==> src/rtl/gpio_input_reader_if.sv <==
// Memory-bus attachment for the GPIO input reader.
// The CPU side drives the request; the peripheral returns ready and read data.
interface gpio_input_reader_if;
    logic        sel;
    logic        mem_valid;
    logic [3:0]  mem_addr;
    logic [3:0]  mem_wstrb;
    logic [31:0] mem_wdata;
    logic [31:0] mem_rdata;
    logic        mem_ready;

    modport master (
        output sel,
        output mem_valid,
        output mem_addr,
        output mem_wstrb,
        output mem_wdata,
        input  mem_rdata,
        input  mem_ready
    );

    modport slave (
        input  sel,
        input  mem_valid,
        input  mem_addr,
        input  mem_wstrb,
        input  mem_wdata,
        output mem_rdata,
        output mem_ready
    );
endinterface

==> src/rtl/gpio_input_reader.sv <==
// GPIO input reader: synchronises and debounces WIDTH asynchronous pins,
// latches rising/falling edges in write-1-to-clear registers and raises a
// maskable level interrupt. Registers sit on the SoC valid/ready bus.
module gpio_input_reader #(
    parameter int WIDTH          = 8,
    parameter int PRESCALE       = 1000,
    parameter int DEBOUNCE_TICKS = 16
) (
    input  logic                 clk,
    input  logic                 resetn,
    input  logic [WIDTH-1:0]     pins_in,
    gpio_input_reader_if.slave   bus,
    output logic                 irq
);
    localparam int CNT_W = $clog2(DEBOUNCE_TICKS + 1);
    localparam int PRE_W = $clog2(PRESCALE);
    localparam logic [PRE_W-1:0] PRE_LAST = PRE_W'(PRESCALE - 1);
    localparam logic [CNT_W-1:0] CNT_LAST = CNT_W'(DEBOUNCE_TICKS - 1);

    // Expand per-byte write strobes into a 32-bit bit mask.
    function automatic logic [31:0] strobe_mask(input logic [3:0] strb);
        logic [31:0] m;
        for (int b = 0; b < 4; b++) begin
            m[8*b +: 8] = {8{strb[b]}};
        end
        return m;
    endfunction

    logic [WIDTH-1:0] sync_p0;
    logic [WIDTH-1:0] sync_p1;
    logic [PRE_W-1:0] pre_cnt;
    logic             tick;
    logic [CNT_W-1:0] db_cnt [WIDTH];
    logic [WIDTH-1:0] state;
    logic [WIDTH-1:0] accept;
    logic [WIDTH-1:0] rise;
    logic [WIDTH-1:0] fall;
    logic [WIDTH-1:0] irq_en;
    logic [WIDTH-1:0] rise_clr;
    logic [WIDTH-1:0] fall_clr;
    logic [WIDTH-1:0] en_wmask;
    logic             req;
    logic             wr;
    logic [1:0]       reg_sel;
    logic [31:0]      byte_mask;
    logic [31:0]      wdata_m;
    logic [31:0]      rd_word;
    logic             unused_bits;

    assign req       = bus.mem_valid & bus.sel & ~bus.mem_ready;
    assign wr        = req & (|bus.mem_wstrb);
    assign reg_sel   = bus.mem_addr[3:2];
    assign byte_mask = strobe_mask(bus.mem_wstrb);
    assign wdata_m   = bus.mem_wdata & byte_mask;
    assign tick      = (pre_cnt == PRE_LAST);

    // Address bits [1:0] and data bits outside the register fields are ignored.
    assign unused_bits = ^{bus.mem_addr[1:0], wdata_m, byte_mask};

    // Two-flop synchroniser per pin; sync_p1 is the metastability-safe level.
    always_ff @(posedge clk or negedge resetn) begin
        if (!resetn) begin
            sync_p0 <= '0;
            sync_p1 <= '0;
        end else begin
            sync_p0 <= pins_in;
            sync_p1 <= sync_p0;
        end
    end

    // Free-running prescaler that produces one debounce sample tick per wrap.
    always_ff @(posedge clk or negedge resetn) begin
        if (!resetn) begin
            pre_cnt <= '0;
        end else begin
            pre_cnt <= tick ? '0 : pre_cnt + PRE_W'(1);
        end
    end

    // A pin is accepted on the tick that completes DEBOUNCE_TICKS differing samples.
    always_comb begin
        accept = '0;
        for (int i = 0; i < WIDTH; i++) begin
            accept[i] = tick && (sync_p1[i] != state[i]) && (db_cnt[i] == CNT_LAST);
        end
    end

    // Per-pin debounce counters and the accepted (debounced) state.
    always_ff @(posedge clk or negedge resetn) begin
        if (!resetn) begin
            state <= '0;
            for (int i = 0; i < WIDTH; i++) begin
                db_cnt[i] <= '0;
            end
        end else begin
            for (int i = 0; i < WIDTH; i++) begin
                if ((sync_p1[i] == state[i]) || accept[i]) begin
                    db_cnt[i] <= '0;
                end else if (tick) begin
                    db_cnt[i] <= db_cnt[i] + CNT_W'(1);
                end
            end
            state <= (state & ~accept) | (sync_p1 & accept);
        end
    end

    // Decode bus writes into W1C clear masks and the IRQ_EN byte-write mask.
    always_comb begin
        rise_clr = '0;
        fall_clr = '0;
        en_wmask = '0;
        if (wr && (reg_sel == 2'd1)) begin
            rise_clr = wdata_m[WIDTH-1:0];
            fall_clr = wdata_m[WIDTH+15:16];
        end
        if (wr && (reg_sel == 2'd2)) begin
            en_wmask = byte_mask[WIDTH-1:0];
        end
    end

    // Edge latches (a new edge beats a same-cycle clear), enable register and irq.
    always_ff @(posedge clk or negedge resetn) begin
        if (!resetn) begin
            rise   <= '0;
            fall   <= '0;
            irq_en <= '0;
            irq    <= 1'b0;
        end else begin
            rise   <= (rise & ~rise_clr) | (accept & sync_p1);
            fall   <= (fall & ~fall_clr) | (accept & ~sync_p1);
            irq_en <= (irq_en & ~en_wmask) | (wdata_m[WIDTH-1:0] & en_wmask);
            irq    <= |((rise | fall) & irq_en);
        end
    end

    // Register read mux; sampled before any same-access W1C clear takes effect.
    always_comb begin
        rd_word = '0;
        case (reg_sel)
            2'd0: rd_word[WIDTH-1:0] = state;
            2'd1: begin
                rd_word[WIDTH-1:0]   = rise;
                rd_word[WIDTH+15:16] = fall;
            end
            2'd2: rd_word[WIDTH-1:0] = irq_en;
            default: rd_word = '0;
        endcase
    end

    // One-cycle ready pulse per accepted request; rdata is zero outside it.
    always_ff @(posedge clk or negedge resetn) begin
        if (!resetn) begin
            bus.mem_ready <= 1'b0;
            bus.mem_rdata <= '0;
        end else begin
            bus.mem_ready <= req;
            bus.mem_rdata <= req ? rd_word : '0;
        end
    end
endmodule

==> src/flat_wrapper.sv <==
// flat-port wrapper written by rule: the top's interface ports become plain ports
module gpio_input_reader_flat 
#(
    parameter int WIDTH          = 8,
    parameter int PRESCALE       = 1000,
    parameter int DEBOUNCE_TICKS = 16
)
  (clk, resetn, pins_in, irq, bus_sel, bus_mem_valid, bus_mem_addr, bus_mem_wstrb, bus_mem_wdata, bus_mem_rdata, bus_mem_ready);
  gpio_input_reader_if bus_i ();
  input  logic clk;
  input  logic resetn;
  input  logic [WIDTH-1:0] pins_in;
  output logic irq;
  input wire logic [$bits(bus_i.sel)-1:0] bus_sel;
  input wire logic [$bits(bus_i.mem_valid)-1:0] bus_mem_valid;
  input wire logic [$bits(bus_i.mem_addr)-1:0] bus_mem_addr;
  input wire logic [$bits(bus_i.mem_wstrb)-1:0] bus_mem_wstrb;
  input wire logic [$bits(bus_i.mem_wdata)-1:0] bus_mem_wdata;
  output wire logic [$bits(bus_i.mem_rdata)-1:0] bus_mem_rdata;
  output wire logic [$bits(bus_i.mem_ready)-1:0] bus_mem_ready;
  assign bus_i.sel = bus_sel;
  assign bus_i.mem_valid = bus_mem_valid;
  assign bus_i.mem_addr = bus_mem_addr;
  assign bus_i.mem_wstrb = bus_mem_wstrb;
  assign bus_i.mem_wdata = bus_mem_wdata;
  assign bus_mem_rdata = bus_i.mem_rdata;
  assign bus_mem_ready = bus_i.mem_ready;
  gpio_input_reader #(.WIDTH(WIDTH), .PRESCALE(PRESCALE), .DEBOUNCE_TICKS(DEBOUNCE_TICKS)) u_core (.clk(clk), .resetn(resetn), .pins_in(pins_in), .bus(bus_i), .irq(irq));
endmodule
==> config.mk <==
export PLATFORM = sky130hd
export DESIGN_NAME = gpio_input_reader_flat
export DESIGN_NICKNAME = d
export VERILOG_FILES = /design/src/rtl/gpio_input_reader_if.sv /design/src/rtl/gpio_input_reader.sv /design/src/flat_wrapper.sv
export SDC_FILE = /design/constraint.sdc
export NUM_CORES = 1
export LEC_CHECK = 0
export BUFFER_PORTS_ARGS = -buffer_cell sky130_fd_sc_hd__buf_2
export CAP_MARGIN = 20
export CORE_ASPECT_RATIO = 2
export CORE_MARGIN = 4
export CORE_UTILIZATION = 53
export CTS_BUF_LIST = sky130_fd_sc_hd__clkbuf_2 sky130_fd_sc_hd__clkbuf_4 sky130_fd_sc_hd__clkbuf_8
export CTS_CLUSTER_SIZE = 25
export DETAILED_ROUTE_END_ITERATION = 7
export PLACE_DENSITY = 0.79
export SYNTH_ARGS = -nofsm -noshare
export SYNTH_HDL_FRONTEND = slang
export SYNTH_SLANG_ARGS = --single-unit
==> constraint.sdc <==
create_clock -name clk -period 1.7 [get_ports clk]
set_input_delay 0.085 -clock clk [delete_from_list [all_inputs] [get_ports clk]]
set_output_delay 0.085 -clock clk [all_outputs]
set_load 0.01 [all_outputs]
# Word level (Yosys, flattened, before mapping)
# Cells that the tools add are included.
[totals] reg_bits=132 latchBits=0 mem_bits_rw=0 rom_bits=0 in_bits=52 out_inout_bits=34 elab_cells=137 n_memories=0
[classes] add_sub_neg=9 multipliers=0 div_mod_pow=0 order_cmp=0 eq_ne=27 shift=0 n_mux=23 n_bitwise=23 n_reduce_logical=37
[op_table] cell="2-to-1 mux 5 bit" n=16
[op_table] cell="bitwise AND 8 bit" n=8
[op_table] cell="adder 5 x 1 -> 5 bit, second input constant" n=8
[op_table] cell="equality test 5 x 4 -> 1 bit, second input constant" n=8
[op_table] cell="NOT 8 bit" n=5
[op_table] cell="OR 8 bit" n=5
[op_table] cell="2-to-1 mux 8 bit" n=4
[op_table] cell="bitwise AND 24 bit" n=1
[op_table] cell="2-to-1 mux 24 bit" n=1
[op_table] cell="one-hot mux 8 bit (3 select lines)" n=1
[op_table] cell="logical AND 1 bit" n=18
[op_table] cell="nonzero test 2 bit" n=8
[op_table] cell="adder 10 x 1 -> 10 bit, second input constant" n=1
[op_table] cell="equality test 10 bit, second input constant" n=1
[op_table] cell="2-to-1 mux 10 bit" n=1
[op_table] cell="equality test 1 bit" n=8
[op_table] cell="logical OR 1 bit" n=8
[op_table] cell="!= test 1 bit" n=8
[op_table] cell="OR reduction 8 bit" n=1
[op_table] cell="OR reduction 4 bit" n=1
[op_table] cell="bitwise AND 1 bit" n=3
[op_table] cell="equality test 2 x 1 -> 1 bit, second input constant" n=1
[op_table] cell="equality test 2 bit, second input constant" n=1
[op_table] cell="zero test 2 bit" n=1
[op_table] cell="NOT 1 bit" n=1

# Logic depth before layout (Yosys ltp)
[depth] word_depth=8 ltp_mapped=8 mapped_depth_nobuf=6

# Least setup slack after synthesis
# No wires, ideal clock.
[synth_path] path_type="reg-to-reg" startpoint="reg u_core.db_cnt[15] (netlist name)" endpoint="reg u_core.db_cnt[18] (netlist name)" setup_ns=0.077 t_arrival_ns=1.744 t_required_ns=1.623 slack_ns=-0.121 path_stages_with_launch=7 n_path_buf=1 synth_period_minus_slack_ns=1.821 path_cell_list="dfrtp_1 ha_1 and3_1 ha_1 clkbuf_1 or4_1 a21oi_1"
[synth_between] elab_chain_cells=4 elab_cells_between_ends=7 classes_between="add/sub (1); eq/ne (1); mux (2); reduce/logical (3)"
[synth_lines] element="start, declared" line_no="gpio_input_reader.sv:33" rtl="logic [CNT_W-1:0] db_cnt [WIDTH];"
[synth_lines] element="start signal, assigned by index" line_no="gpio_input_reader.sv:100" rtl="db_cnt[i] <= db_cnt[i] + CNT_W'(1);"
[synth_lines] element="branches (longest 4 deep; another with adder 5 x 1 -> 5 bit)"
# Several ways; the timed one is not identified. The select of a mux whose other input is x is not followed.
# A chain may end at the register's enable or synchronous reset.

# Worst setup path after layout
[layout_path] startpoint="reg u_core.pre_cnt[1]" endpoint="reg u_core.db_cnt[3] (netlist name)"
[layout_between] elab_chain_cells=5 elab_cells_between_ends=6 classes_between="eq/ne (1); mux (1); reduce/logical (4)"
[layout_lines] element="start, declared" line_no="gpio_input_reader.sv:31" rtl="logic [PRE_W-1:0] pre_cnt;"
[layout_lines] element="start signal, assigned" line_no="gpio_input_reader.sv:76" rtl="pre_cnt <= tick ? '0 : pre_cnt + PRE_W'(1);"
[layout_lines] element="equality test 10 bit *" line_no="gpio_input_reader.sv:55" rtl="assign tick = (pre_cnt == PRE_LAST);"
[layout_lines] element="logical AND 1 bit (2 in series)" line_no="gpio_input_reader.sv:84" rtl="accept[i] = tick && (sync_p1[i] != state[i]) && (db_cnt[i] == CNT_LAST);"
[layout_lines] element="logical OR 1 bit" line_no="gpio_input_reader.sv:97" rtl="if ((sync_p1[i] == state[i]) || accept[i]) begin"
[layout_lines] element="2-to-1 mux 5 bit or nonzero test 2 bit (tied branches)"
# Every way passes the cells marked *; elsewhere a longest branch is shown, timed or not.

==> results.sh <==
export IMPL_place_gp_congestion=0.8246
export IMPL_clock_sinks=116
export IMPL_drv_slew=0
export IMPL_antenna_cells=0
export IMPL_tns_ps=-561.4
export IMPL_vias=4357
export IMPL_drive_gt1_frac=0.3045
export IMPL_final_nets=683
export IMPL_dpl_cell_area_sq_um=5904
export IMPL_wirelength_mm=13.53
export IMPL_synthArstFlopShare=1.000
export IMPL_grt_pass1_wl_mm=20.16
export IMPL_drv_cap=0
export IMPL_grtUsageTotal=0.2240
export IMPL_cts_buffers=17
export IMPL_violations="negative setup slack"
export IMPL_area_growth_pct=29.77
export IMPL_port_buffers=49
export IMPL_max_freq_ghz=0.5565
export IMPL_finalWorstPathRequiredPeriod_ps=1797
export IMPL_synth_distinct_cells=42
export IMPL_path_cells="ha_2 > and4bb_4 > buf_12 > nand3_2 > or3_1 > a21oi_2"
export IMPL_relSlewSlack=0.5821
export IMPL_core_sq_um=9763
export IMPL_hpwl_mm=8.232
export IMPL_antenna_found_initial=0
export IMPL_synth_cells=487
export IMPL_clock_root_buffer="clkbuf_8"
export IMPL_worst_pin_slew_ps=624.6
export IMPL_grt_start_max_net_pins=42
export IMPL_die_w_um=78.60
export IMPL_cpLargestDelayFamily="simple AND/OR/NAND/NOR gates"
export IMPL_initial_core_util=0.5411
export IMPL_rows=51
export IMPL_synth_edf_count=0
export IMPL_syn_area_sq_um=5283
export IMPL_cp_arrival_ps=2130
export IMPL_worstSetupPathType="flop to flop"
export IMPL_path_clk_slew_ps=60
export IMPL_yosysMostFrequentCell="dfrtp_1"
export IMPL_fin_area_sq_um=6855
export IMPL_cts_tree="built"
export IMPL_yosysWarnings=0
export IMPL_ys_ff_latch=116
export IMPL_skew_ps=10.16
export IMPL_clk_latency_ps=420
export IMPL_io_pins=86
export IMPL_powerDensity_nw_per_um2=803.9
export IMPL_dieArea_sq_um=11730
export IMPL_synth_top_cell_area_share=0.5495
export IMPL_dieHeight_um=149.2
export IMPL_grt_pass1_vias=4350
export IMPL_cts_htree_levels=4
export IMPL_wl_per_cell_um=17.90
export IMPL_placedCellCount=687
export IMPL_crit_buf_inv=1
export IMPL_rsz0062_at_grt="true"
export IMPL_drtIter0Drc=281
export IMPL_fillerInstances=640
export IMPL_crit_slowest_cell="or3_1"
export IMPL_yosys_top_cells_count="116 x dfrtp_1, 44 x nor2_1, 39 x nand2_1"
export IMPL_outcome="complete, but fails checks"
export IMPL_netlist_top_cells_area="dfrtp_1 55%, ha_1 4.0%, a32o_1 3.2%, nor2_1 3.1%, a21oi_1 3.0%"
export IMPL_viasPerCell=5.763
export IMPL_startpoint_type="flop"
export IMPL_remaining_drc_errors=0
export IMPL_p_leak_nw=3.215
export IMPL_final_cells=756
export IMPL_clockBufferDepth=2
export IMPL_crit_required_ps=2040
export IMPL_fin_ws_ps=-97.10
export IMPL_worstHoldPathType="input pin to flop"
export IMPL_ys_seq_area_frac=0.5495
export IMPL_end_kind="flop"
export IMPL_place_ws_ps=-67.49
export IMPL_synthFlopType="dfrtp_1"
export IMPL_finalHoldViolCount=0
export IMPL_syn_avg_cell_area_sq_um=10.85
export IMPL_power_total_mw=5.511
export IMPL_slowest_delay_ps=430
export IMPL_ant_nets=0
export IMPL_fin_crit_sh=1.057
export IMPL_peakVddDrop_mv=0.5930
export IMPL_cp_max_fo=5
export IMPL_first_pass_iters=4
export IMPL_synth_top_area_cell="dfrtp_1"
export IMPL_grt_overflow=0
export IMPL_setup_violations=12
==> through the flow <==
stage / utilization / hold slack (ps)
after floorplan: - / -210.6
after global placement: 0.6048 / 115.0
after detailed placement: 0.6048 / 121.4
after CTS: 0.6792 / 104.8
after global routing: 0.7022 / 120.1
final: 0.7022 / 124.5
==> metal layers <==
| metal | global-route usage | share of wire |
|---|---|---|
| met5 | 0 | 0 |
| met4 | 0.1313 | 0.041 |
| met3 | 0.05260 | 0.056 |
| met2 | 0.4170 | 0.57 |
| met1 | 0.2181 | 0.33 |
==> cells in the final DEF (no fill, tap or decap), types with 11 or more instances in the layout <==
cell type / synthesis / routed
nand4_1: 14 / 14
buf_2: 10 / 48
a21oi_2: 0 / 11
conb_1: 1 / 16
nor2b_1: 17 / 17
mux2_2: 14 / 14
a21oi_1: 32 / 21
dfrtp_1: 116 / 116
nor2_1: 44 / 43
nand3_1: 12 / 11
inv_1: 12 / 12
clkbuf_8: 0 / 20
buf_4: 18 / 37
a32o_1: 17 / 17
nand2_1: 39 / 39
ha_1: 17 / 11
dlygate4sd3_1: 0 / 27
==> final timing paths <==
check                                           to  cells past startpoint              start  slack, ps
hold / removal             u_core.bus.mem_rdata[0]                      4    bus_mem_addr[3]        120
max in group asynchronous         u_core.db_cnt[0]                      3             resetn        880
min in group asynchronous        u_core.sync_p0[2]                      2             resetn        210
setup reg to reg                  u_core.db_cnt[3]                      6  u_core.pre_cnt[1]       -100
hold reg to reg                  u_core.sync_p1[2]                      0  u_core.sync_p0[2]        350
setup / recovery                  u_core.db_cnt[3]                      6  u_core.pre_cnt[1]       -100
==> cell families after synthesis <==
kind of cell | count (synthesis) | synth area share
compound gates | 85 | 0.1016
xor+xnor | 17 | 0.02819
fa+ha+maj | 17 | 0.04026
buf+inv | 50 | 0.05495
flops | 116 | 0.5495
mux | 24 | 0.05069
other cells | 1 | 0.0007099
simple gates | 177 | 0.1741
==> where the power goes <==
part / switching, mW / total, mW / internal [mW]
clock network: 1.02 / 2.30 / 1.28
logic: 0.171 / 0.325 / 0.154
registers: 0.0531 / 2.89 / 2.83
total: 1.24 / 5.51 / 4.27
==> final cells by class <==
cell class | instances | area [sq um] | share of cell area
repair buffers | 130 | 1065 | 0.1553
multi-input cells | 337 | 2325 | 0.3391
clock inverters | 6 | 55.05 | 0.008031
flip-flops and latches | 116 | 2903 | 0.4234
clock buffers | 23 | 297.8 | 0.04344
well taps | 132 | 165.2 | 0.02409
inverters | 12 | 45.04 | 0.006571
==> tightest hold or removal path: cells and delay by family <==
kind            cells  cell delay (ps)
simple gates        2              190
compound gates      1               40
buf+inv             1              180
==> what timing repair did <==
item	4_1_cts	5_1_grt
resized for setup	11	50
setup buffers	7	5
hold buffers	27	0
pin swaps	12	10
gates cloned	1	0
endpoints found under the hold margin	71	0
setup endpoints to repair	34	43
No activity file was read; power rests on OpenSTA's default activity.
